<file path="src/rtl/m_ctrl_fsm.sv">
// Multicycle MIPS-subset control unit: decodes IR + zero into the per-state
// control word for M_datapath, with MIO handshake gating on memory states.
module m_ctrl_fsm #(
  parameter int N_STATE_W = 4
) (
  input  logic                 clk,
  input  logic                 reset,
  input  logic [31:0]          Inst,
  input  logic                 zero,
  input  logic                 MIO_ready,
  output logic                 PCWrite,
  output logic                 PCWriteCond,
  output logic                 Branch,
  output logic                 IorD,
  output logic                 IRWrite,
  output logic                 MemRW,
  output logic                 CPU_MIO,
  output logic [1:0]           MemtoReg,
  output logic [1:0]           RegDst,
  output logic                 RegWrite,
  output logic                 ALUSrcA,
  output logic [1:0]           ALUSrcB,
  output logic [1:0]           PCSource,
  output logic [2:0]           ALU_operation,
  output logic                 illegal,
  output logic [N_STATE_W-1:0] state_out
);

  typedef enum logic [3:0] {
    S_IF  = 4'd0,  S_ID  = 4'd1,  S_MA  = 4'd2,  S_MR  = 4'd3,
    S_LWB = 4'd4,  S_MW  = 4'd5,  S_REX = 4'd6,  S_RWB = 4'd7,
    S_BR  = 4'd8,  S_J   = 4'd9,  S_IEX = 4'd10, S_IWB = 4'd11,
    S_JAL = 4'd12, S_JR  = 4'd13, S_LUI = 4'd14
  } state_t;

  localparam logic [5:0] OP_RTYPE = 6'b000000, OP_LW  = 6'b100011,
                         OP_SW    = 6'b101011, OP_BEQ = 6'b000100,
                         OP_BNE   = 6'b000101, OP_J   = 6'b000010,
                         OP_JAL   = 6'b000011, OP_LUI = 6'b001111,
                         FN_JR    = 6'b001000;

  state_t     state, nxt;
  logic [5:0] opcode, funct;
  logic       r_ok, i_ok, id_ok;
  logic [2:0] r_op, i_op;
  logic       unused_bits;

  assign opcode      = Inst[31:26];
  assign funct       = Inst[5:0];
  // zero is consumed by the datapath's PCWriteCond qualifier, not here
  assign unused_bits = ^{zero, Inst[25:6]};
  assign state_out   = N_STATE_W'(state);

  always_comb begin
    r_ok = 1'b1;
    r_op = 3'b010;
    case (funct)
      6'b100000: r_op = 3'b010;
      6'b100010: r_op = 3'b110;
      6'b100100: r_op = 3'b000;
      6'b100101: r_op = 3'b001;
      6'b100110: r_op = 3'b011;
      6'b100111: r_op = 3'b100;
      6'b101010: r_op = 3'b111;
      6'b000010: r_op = 3'b101;
      default:   r_ok = 1'b0;
    endcase
    i_ok = 1'b1;
    i_op = 3'b010;
    case (opcode)
      6'b001000: i_op = 3'b010;
      6'b001010: i_op = 3'b111;
      6'b001100: i_op = 3'b000;
      6'b001101: i_op = 3'b001;
      default:   i_ok = 1'b0;
    endcase
    case (opcode)
      OP_RTYPE:                                      id_ok = r_ok || (funct == FN_JR);
      OP_LW, OP_SW, OP_BEQ, OP_BNE, OP_J, OP_JAL, OP_LUI: id_ok = 1'b1;
      default:                                       id_ok = i_ok;
    endcase
  end

  always_comb begin
    nxt = S_IF;
    case (state)
      S_IF: nxt = MIO_ready ? S_ID : S_IF;
      S_ID: begin
        if (!id_ok) nxt = S_IF;
        else begin
          case (opcode)
            OP_RTYPE:     nxt = (funct == FN_JR) ? S_JR : S_REX;
            OP_LW, OP_SW: nxt = S_MA;
            OP_BEQ, OP_BNE: nxt = S_BR;
            OP_J:         nxt = S_J;
            OP_JAL:       nxt = S_JAL;
            OP_LUI:       nxt = S_LUI;
            default:      nxt = S_IEX;
          endcase
        end
      end
      S_MA:  nxt = (opcode == OP_SW) ? S_MW : S_MR;
      S_MR:  nxt = MIO_ready ? S_LWB : S_MR;
      S_MW:  nxt = MIO_ready ? S_IF : S_MW;
      S_REX: nxt = S_RWB;
      S_IEX: nxt = S_IWB;
      default: nxt = S_IF;
    endcase
  end

  always_ff @(posedge clk or negedge reset) begin
    if (!reset) state <= S_IF;
    else        state <= nxt;
  end

  always_comb begin
    PCWrite       = 1'b0;
    PCWriteCond   = 1'b0;
    Branch        = 1'b0;
    IorD          = 1'b0;
    IRWrite       = 1'b0;
    MemRW         = 1'b0;
    CPU_MIO       = 1'b0;
    MemtoReg      = 2'b00;
    RegDst        = 2'b00;
    RegWrite      = 1'b0;
    ALUSrcA       = 1'b0;
    ALUSrcB       = 2'b00;
    PCSource      = 2'b00;
    ALU_operation = 3'b010;
    illegal       = 1'b0;
    case (state)
      S_IF: begin
        CPU_MIO = 1'b1;
        ALUSrcB = 2'b01;
        PCWrite = MIO_ready;
        IRWrite = MIO_ready;
      end
      S_ID: begin
        ALUSrcB = 2'b11;
        illegal = !id_ok;
      end
      S_MA: begin
        ALUSrcA = 1'b1;
        ALUSrcB = 2'b10;
      end
      S_MR: begin
        CPU_MIO = 1'b1;
        IorD    = 1'b1;
      end
      S_LWB: begin
        RegWrite = 1'b1;
        MemtoReg = 2'b01;
      end
      S_MW: begin
        CPU_MIO = 1'b1;
        IorD    = 1'b1;
        MemRW   = MIO_ready;
      end
      S_REX: begin
        ALUSrcA       = 1'b1;
        ALU_operation = r_op;
      end
      S_RWB: begin
        RegWrite      = 1'b1;
        RegDst        = 2'b01;
        ALU_operation = r_op;
      end
      S_BR: begin
        ALUSrcA       = 1'b1;
        ALU_operation = 3'b110;
        PCWriteCond   = 1'b1;
        PCSource      = 2'b01;
        Branch        = (opcode == OP_BEQ);
      end
      S_J: begin
        PCWrite  = 1'b1;
        PCSource = 2'b10;
      end
      S_JAL: begin
        PCWrite  = 1'b1;
        PCSource = 2'b10;
        RegWrite = 1'b1;
        RegDst   = 2'b10;
        MemtoReg = 2'b11;
      end
      S_JR: begin
        PCWrite  = 1'b1;
        PCSource = 2'b11;
      end
      S_IEX: begin
        ALUSrcA       = 1'b1;
        ALUSrcB       = 2'b10;
        ALU_operation = i_op;
      end
      S_IWB: begin
        RegWrite      = 1'b1;
        ALU_operation = i_op;
      end
      S_LUI: begin
        RegWrite = 1'b1;
        MemtoReg = 2'b10;
      end
      default: ;
    endcase
    // state already reads IF during reset; only the enables need masking
    if (!reset) begin
      PCWrite     = 1'b0;
      PCWriteCond = 1'b0;
      IRWrite     = 1'b0;
      RegWrite    = 1'b0;
      MemRW       = 1'b0;
      CPU_MIO     = 1'b0;
      illegal     = 1'b0;
    end
  end

endmodule
</file>
<file path="config.mk">
export PLATFORM = sky130hd
export DESIGN_NAME = m_ctrl_fsm
export DESIGN_NICKNAME = d
export VERILOG_FILES = /design/src/rtl/m_ctrl_fsm.sv
export SDC_FILE = /design/constraint.sdc
export NUM_CORES = 1
export LEC_CHECK = 0
export BUFFER_PORTS_ARGS = -buffer_cell sky130_fd_sc_hd__buf_2
export CAP_MARGIN = 10
export CORE_MARGIN = 2
export CORE_UTILIZATION = 41
export CTS_CLUSTER_SIZE = 25
export DETAILED_ROUTE_END_ITERATION = 7
export GPL_ROUTABILITY_DRIVEN = 0
export PLACE_DENSITY_LB_ADDON = 0.25
export SYNTH_ARGS = -nofsm -noshare
export SYNTH_HDL_FRONTEND = slang
export SYNTH_SLANG_ARGS = --single-unit
</file>
<file path="constraint.sdc">
create_clock -name clk -period 1.8 [get_ports clk]
set_clock_uncertainty 0.15 [all_clocks]
set_input_delay 0.27 -clock clk [delete_from_list [all_inputs] [get_ports clk]]
set_output_delay 0.27 -clock clk [all_outputs]
set_load 0.005 [all_outputs]
</file>
### Word-level counts from Yosys, hierarchy flattened

Cells that the tools add are included.
Widths: inputs -> output; s select.

* bits in registers: 4
* input port bits: 36
* output and inout port bits: 25
* logic and storage cells: 88

* equal/unequal tests: 34
* multiplexer cells: 35
* reduce and logical (&&, ||, !) cells: 18

Operators by type and width (number)
* $eq 6x6->1 const B: 9
* $eq 6x4->1 const B: 6
* $eq 4x4->1 const B: 7
* $pmux 4 s7: 1
* $pmux 4 s6: 1
* $pmux 3 s7: 1
* $mux 1: 19
* $eq 6x2->1 const B: 3
* $pmux 2 s3: 3
* $pmux 3 s3: 2
* $eq 4x3->1 const B: 4
* $reduce_or 2->1: 7
* $eq 6x3->1 const B: 2
* $mux 3: 3
* $eq 4x2->1 const B: 2
* $mux 4: 2
* $reduce_or 4->1: 2
* $reduce_or 8->1: 1
* $reduce_or 7->1: 1
* $logic_not 6->1: 1
* $reduce_or 3->1: 2
* $reduce_or 5->1: 1
* $eq 4x1->1 const B: 1
* $logic_not 4->1: 1
* other kinds (4): 5

### Longest topological paths before layout

* depth after elaboration: 8
* mapped depth: 7
* gate-level depth less buffers: 6

### Least setup slack after synthesis

Ideal clock, no wire load.

* kind: reg-to-output
* from: register state[2], in the netlist state_out[2]
* to: output ALU_operation[1]
* arrival: 1311 ps
* required time: 1380 ps
* path slack: 69 ps
* cell stages (with the launch flop): 6
* path buffers: 1
* path through: dfrtp_1 -> clkbuf_1 -> nand2_1 -> a2111o_1 -> a31oi_1 -> nor2_1

* longest elaborated chain between the ends: 3
* elaborated cells between the ends (all ways): 8
* classes of those cells: eq/ne (5); mux (1); reduce/logical (2)

Ends and longest elaborated chain
* start, declared: line 42 `state_t state, nxt;`
* start signal, assigned: line 113 `else state <= nxt;`
* $eq 4x4->1 or $eq 4x3->1 (tied branches): line 132 `case (state)`
* $reduce_or 2->1 (no line)
* $pmux 3 s3 *: line 132
* end, declared: line 24 `output logic [2:0] ALU_operation,`

Mark *: on every way between the ends. The rest lies on a longest branch, timed or not.

### Final worst setup path

* from: input Inst[31]
* to: output illegal

* longest elaborated chain between the ends: 7
* elaborated cells between the ends (all ways): 19
* classes of those cells: eq/ne (11); mux (4); reduce/logical (4)

Ends and longest elaborated chain
* start, declared: line 8 `input logic [31:0] Inst,`
* $eq 6x4->1: line 70 `case (opcode)`
* $reduce_or 4->1 (no line)
* $mux 1: line 70
* $pmux 1 s2 *: line 77 `case (opcode)`
* $logic_not 1->1 *: line 141 `illegal = !id_ok;`
* $mux 1 *: line 132
* $mux 1 *: line 207 `if (!reset) begin`
* end, declared: line 25 `output logic illegal,`

Marked as above.

==> impl_metrics.toml <==
[synthesis]
syn_avg_cell_area_sq_um = 6.48
synth_edf_count = 0
ys_ff_latch = 4
post_synth_main_area_contributors = "sky130_fd_sc_hd__dfrtp_1 11%, sky130_fd_sc_hd__nor2_1 9.8%, sky130_fd_sc_hd__a21oi_1 6.3%"
synth_top_cell_by_area = "sky130_fd_sc_hd__dfrtp_1"
synth_top_cell_area_share = 0.114
ys_warn_count = 0
synthDistinctLibCells = 45
mappedNetlistArea_sq_um = 881
share_of_async_settable_or_async_resettable_flops_after_synthesis = 1.00
ys_seq_area_frac = 0.114
synth_fp_nets = 172
syn-instance-count = 136
synth_ff_type = "sky130_fd_sc_hd__dfrtp_1"

[detailed_routing]
routed_wl_microns = 3250
number_of_nets_with_antenna_violations_after_detailed_routing = 0
routedWlPerCell_microns = 14.2
first_pass_iters = 4
viasPerCell = 5.63
routed-via-count = 1289
drc = 0
drc_marker_count_from_the_first_detailed_route_iteration = 34

[critical_path]
critPathCaptureType = "primary output"
worst_setup_path_start_kind = "input port"
cp_data_arrival_time_ns = 1.53
crit_chain = "buf_6, or3_4, nor3_4, nand2_2, o211ai_2, nand2_1, nor3_2, buf_2"
timing.setup.critical_path_class = "in -> out"
cp_data_required_time_ns = 1.38
cpMaxStageDelayCell = "sky130_fd_sc_hd__or3_4"
critPathMaxFanout = 2
cp_slowest_stage_delay_ns = 0.40

[grt]
global_route.peak_usage_layer = "met2"
globalRouteTotalUtil = 0.234
globalRouteMet2Util = 0.421
use_met3 = 0.0149
grt_pass1_vias = 1112
number_of_antenna_violations_at_the_first_check_in_global_routing = 0
global_route_wire_length_before_repair_microns = 4690
grt_overflow = 0
global_route.usage.met1 = 0.283
maximum_number_of_pins_on_one_net_before_global_route_repair = 16

[timing]
final_min_period_over_clock_period = 1.08
worst_slew_slack_as_a_fraction_of_its_limit = 0.759
rsz0062_at_grt = "yes"
max_clock_freq_mhz = 513
fin_crit_ns = 1.95
timing_worst_slew_pin_value_ns = 0.358
holdWs_ns = 0.332
maxSlewViolCount = 0
final-hold-violation-count = 0
setup_tns_ns = -0.609
worst_case_setup_margin_in_the_final_layout_ns = -0.150
setup_viol_count_final = 8

[final_layout]
filler_cell_count = 165
multi_input_gate_area_sq_um = 783
insertedDiodeCount = 0
ff_latch_area_sq_um = 104
layout.cells.non_filler = 229
final_layout_size_suffix_gt1_frac = 0.520
syn2layout_area_growth_pct = 66.9
design.final.nets = 240
flip_flop_count_of_the_largest_register_after_layout = 4

[worst_hold_path]
worst_hold_class = "in -> async"

[clock_tree]
tritoncts = "built"
path_clk_slew_ns = 0.04
clock_tree.root_cell = "sky130_fd_sc_hd__clkbuf_4"
clkLatencyLatePin_ns = 0.24
clkSinkCount = 4
htree_levels = 1
clockBufferDepth = 2
cts_made_buffers = 3

[power_and_ir_drop]
max-vdd-ir-drop_uv = 566
powerDensity_nw_per_um2 = 993
power.leakage_nw = 0.717

[placement]
place.detailed.instances = 215
pre_cts_ws_ns = -0.204
port-buffer-count = 39
dpl.hpwl_microns = 2120

[floorplan]
initial_cell_density_of_the_core = 0.440
floorplan.die_area_sq_um = 2540
chipWidth_microns = 50.4
core_area_sq_um = 2000
rows = 16
die_height_microns = 50.4
floorplan.io_pins = 61

[run_status]
run_status = "complete, but fails checks"
failed_checks = "negative setup slack"

[job]
maxCapViolCount = 0
[worst max-delay path, delay by kind of cell]
kind / cells / cell delay, ns
and+or+nand+nor: 5 / 0.83
buffers and inverters: 2 / 0.22
AOI/OAI and AO/OA: 1 / 0.21
[layer usage]
metal  vias up  routed length, microns  part of all wire
li1        618                       -                 -
met1       606                    1300              0.40
met2        55                    1710              0.53
met3        10                     160             0.049
met4         0                      78             0.024
met5         -                       0                 0
[path summary, 6_finish.rpt]
path | startpoint | slack, ns | cells past startpoint | endpoint
setup reg to reg | state_out[2] | 0.20 | 7 | state_out[2]
hold / removal | reset | 0.33 | 2 | state_out[0]
hold reg to reg | state_out[3] | 0.45 | 1 | state_out[0]
max in group asynchronous | reset | 0.97 | 2 | state_out[2]
setup / recovery | Inst[31] | -0.15 | 8 | illegal
min in group clk | Inst[30] | 0.36 | 4 | state_out[3]
[cell usage in the layout, fill, tap and decap left out, types with 2 or more instances in the layout]
cell type / netlist / final
sky130_fd_sc_hd__nand2b_4: 0 / 4
sky130_fd_sc_hd__a21oi_2: 1 / 2
sky130_fd_sc_hd__nor2_1: 23 / 20
sky130_fd_sc_hd__nand2b_1: 7 / 3
sky130_fd_sc_hd__nor2b_1: 4 / 2
sky130_fd_sc_hd__o21ai_1: 2 / 2
sky130_fd_sc_hd__nand2_1: 12 / 10
sky130_fd_sc_hd__a21oi_1: 11 / 10
sky130_fd_sc_hd__dfrtp_2: 0 / 3
sky130_fd_sc_hd__o21bai_1: 2 / 2
sky130_fd_sc_hd__inv_2: 1 / 2
sky130_fd_sc_hd__xnor2_1: 3 / 2
sky130_fd_sc_hd__nor3_1: 7 / 6
sky130_fd_sc_hd__a31oi_1: 3 / 3
sky130_fd_sc_hd__nor2_2: 0 / 2
sky130_fd_sc_hd__o31ai_1: 2 / 2
sky130_fd_sc_hd__xor2_1: 3 / 2
sky130_fd_sc_hd__o22ai_1: 2 / 2
sky130_fd_sc_hd__buf_2: 1 / 37
sky130_fd_sc_hd__clkbuf_4: 0 / 3
sky130_fd_sc_hd__buf_6: 3 / 7
sky130_fd_sc_hd__nand4_1: 2 / 2
sky130_fd_sc_hd__buf_4: 4 / 28
sky130_fd_sc_hd__nand2_2: 2 / 4
sky130_fd_sc_hd__o21ai_0: 6 / 5
sky130_fd_sc_hd__inv_1: 5 / 4
sky130_fd_sc_hd__nor4_1: 4 / 2
[synth_stat cells, types with 3 or more instances]
master                     number
sky130_fd_sc_hd__a21oi_1       11
sky130_fd_sc_hd__nor4_1         4
sky130_fd_sc_hd__buf_4          4
sky130_fd_sc_hd__buf_6          3
sky130_fd_sc_hd__inv_1          5
sky130_fd_sc_hd__nand2_1       12
sky130_fd_sc_hd__o21ai_0        6
sky130_fd_sc_hd__nor2_1        23
sky130_fd_sc_hd__xor2_1         3
sky130_fd_sc_hd__nand2b_1       7
sky130_fd_sc_hd__xnor2_1        3
sky130_fd_sc_hd__nor2b_1        4
sky130_fd_sc_hd__nor3_1         7
sky130_fd_sc_hd__dfrtp_1        4
sky130_fd_sc_hd__a31oi_1        3
[cell type report]
type | count | share of cell area
multi-input cells | 115 | 0.533
clock buffers | 3 | 0.0153
well taps | 27 | 0.0230
flip-flops and latches | 4 | 0.0706
inverters | 6 | 0.0153
repair buffers | 74 | 0.343
[logic make-up after synthesis]
group / Yosys count / share of synthesized area
buf+inv: 17 / 0.118
compound gates: 40 / 0.301
mux: 1 / 0.0114
simple gates: 68 / 0.396
flops: 4 / 0.114
xor+xnor: 6 / 0.0597
[timing repair]
action / 4_1_cts / 5_1_grt
endpoints found under the hold margin: 4 / 0
hold buffers: 1 / 0
setup buffers: 2 / 9
gates resized for setup: 9 / 28
endpoints found under the setup margin: 11 / 13
pin swaps: 2 / 10
cloned: 0 / 0
[metrics by stage]
stage / cell area, sq um / power (W) / utilization
floorplan: 881 / 0.000709 / -
global placement: 1210 / 0.000970 / 0.604
detailed placement: 1210 / 0.000992 / 0.604
CTS: 1290 / 0.00116 / 0.644
global route: 1470 / 0.00155 / 0.734
finish: 1470 / 0.00146 / 0.734
[where the power goes]
part           internal [W]  switching, W
combinational      0.000562      0.000593
sequential         0.000126     0.0000667
clock             0.0000746     0.0000375
total              0.000762      0.000698
(Power assumes the default switching activity.)
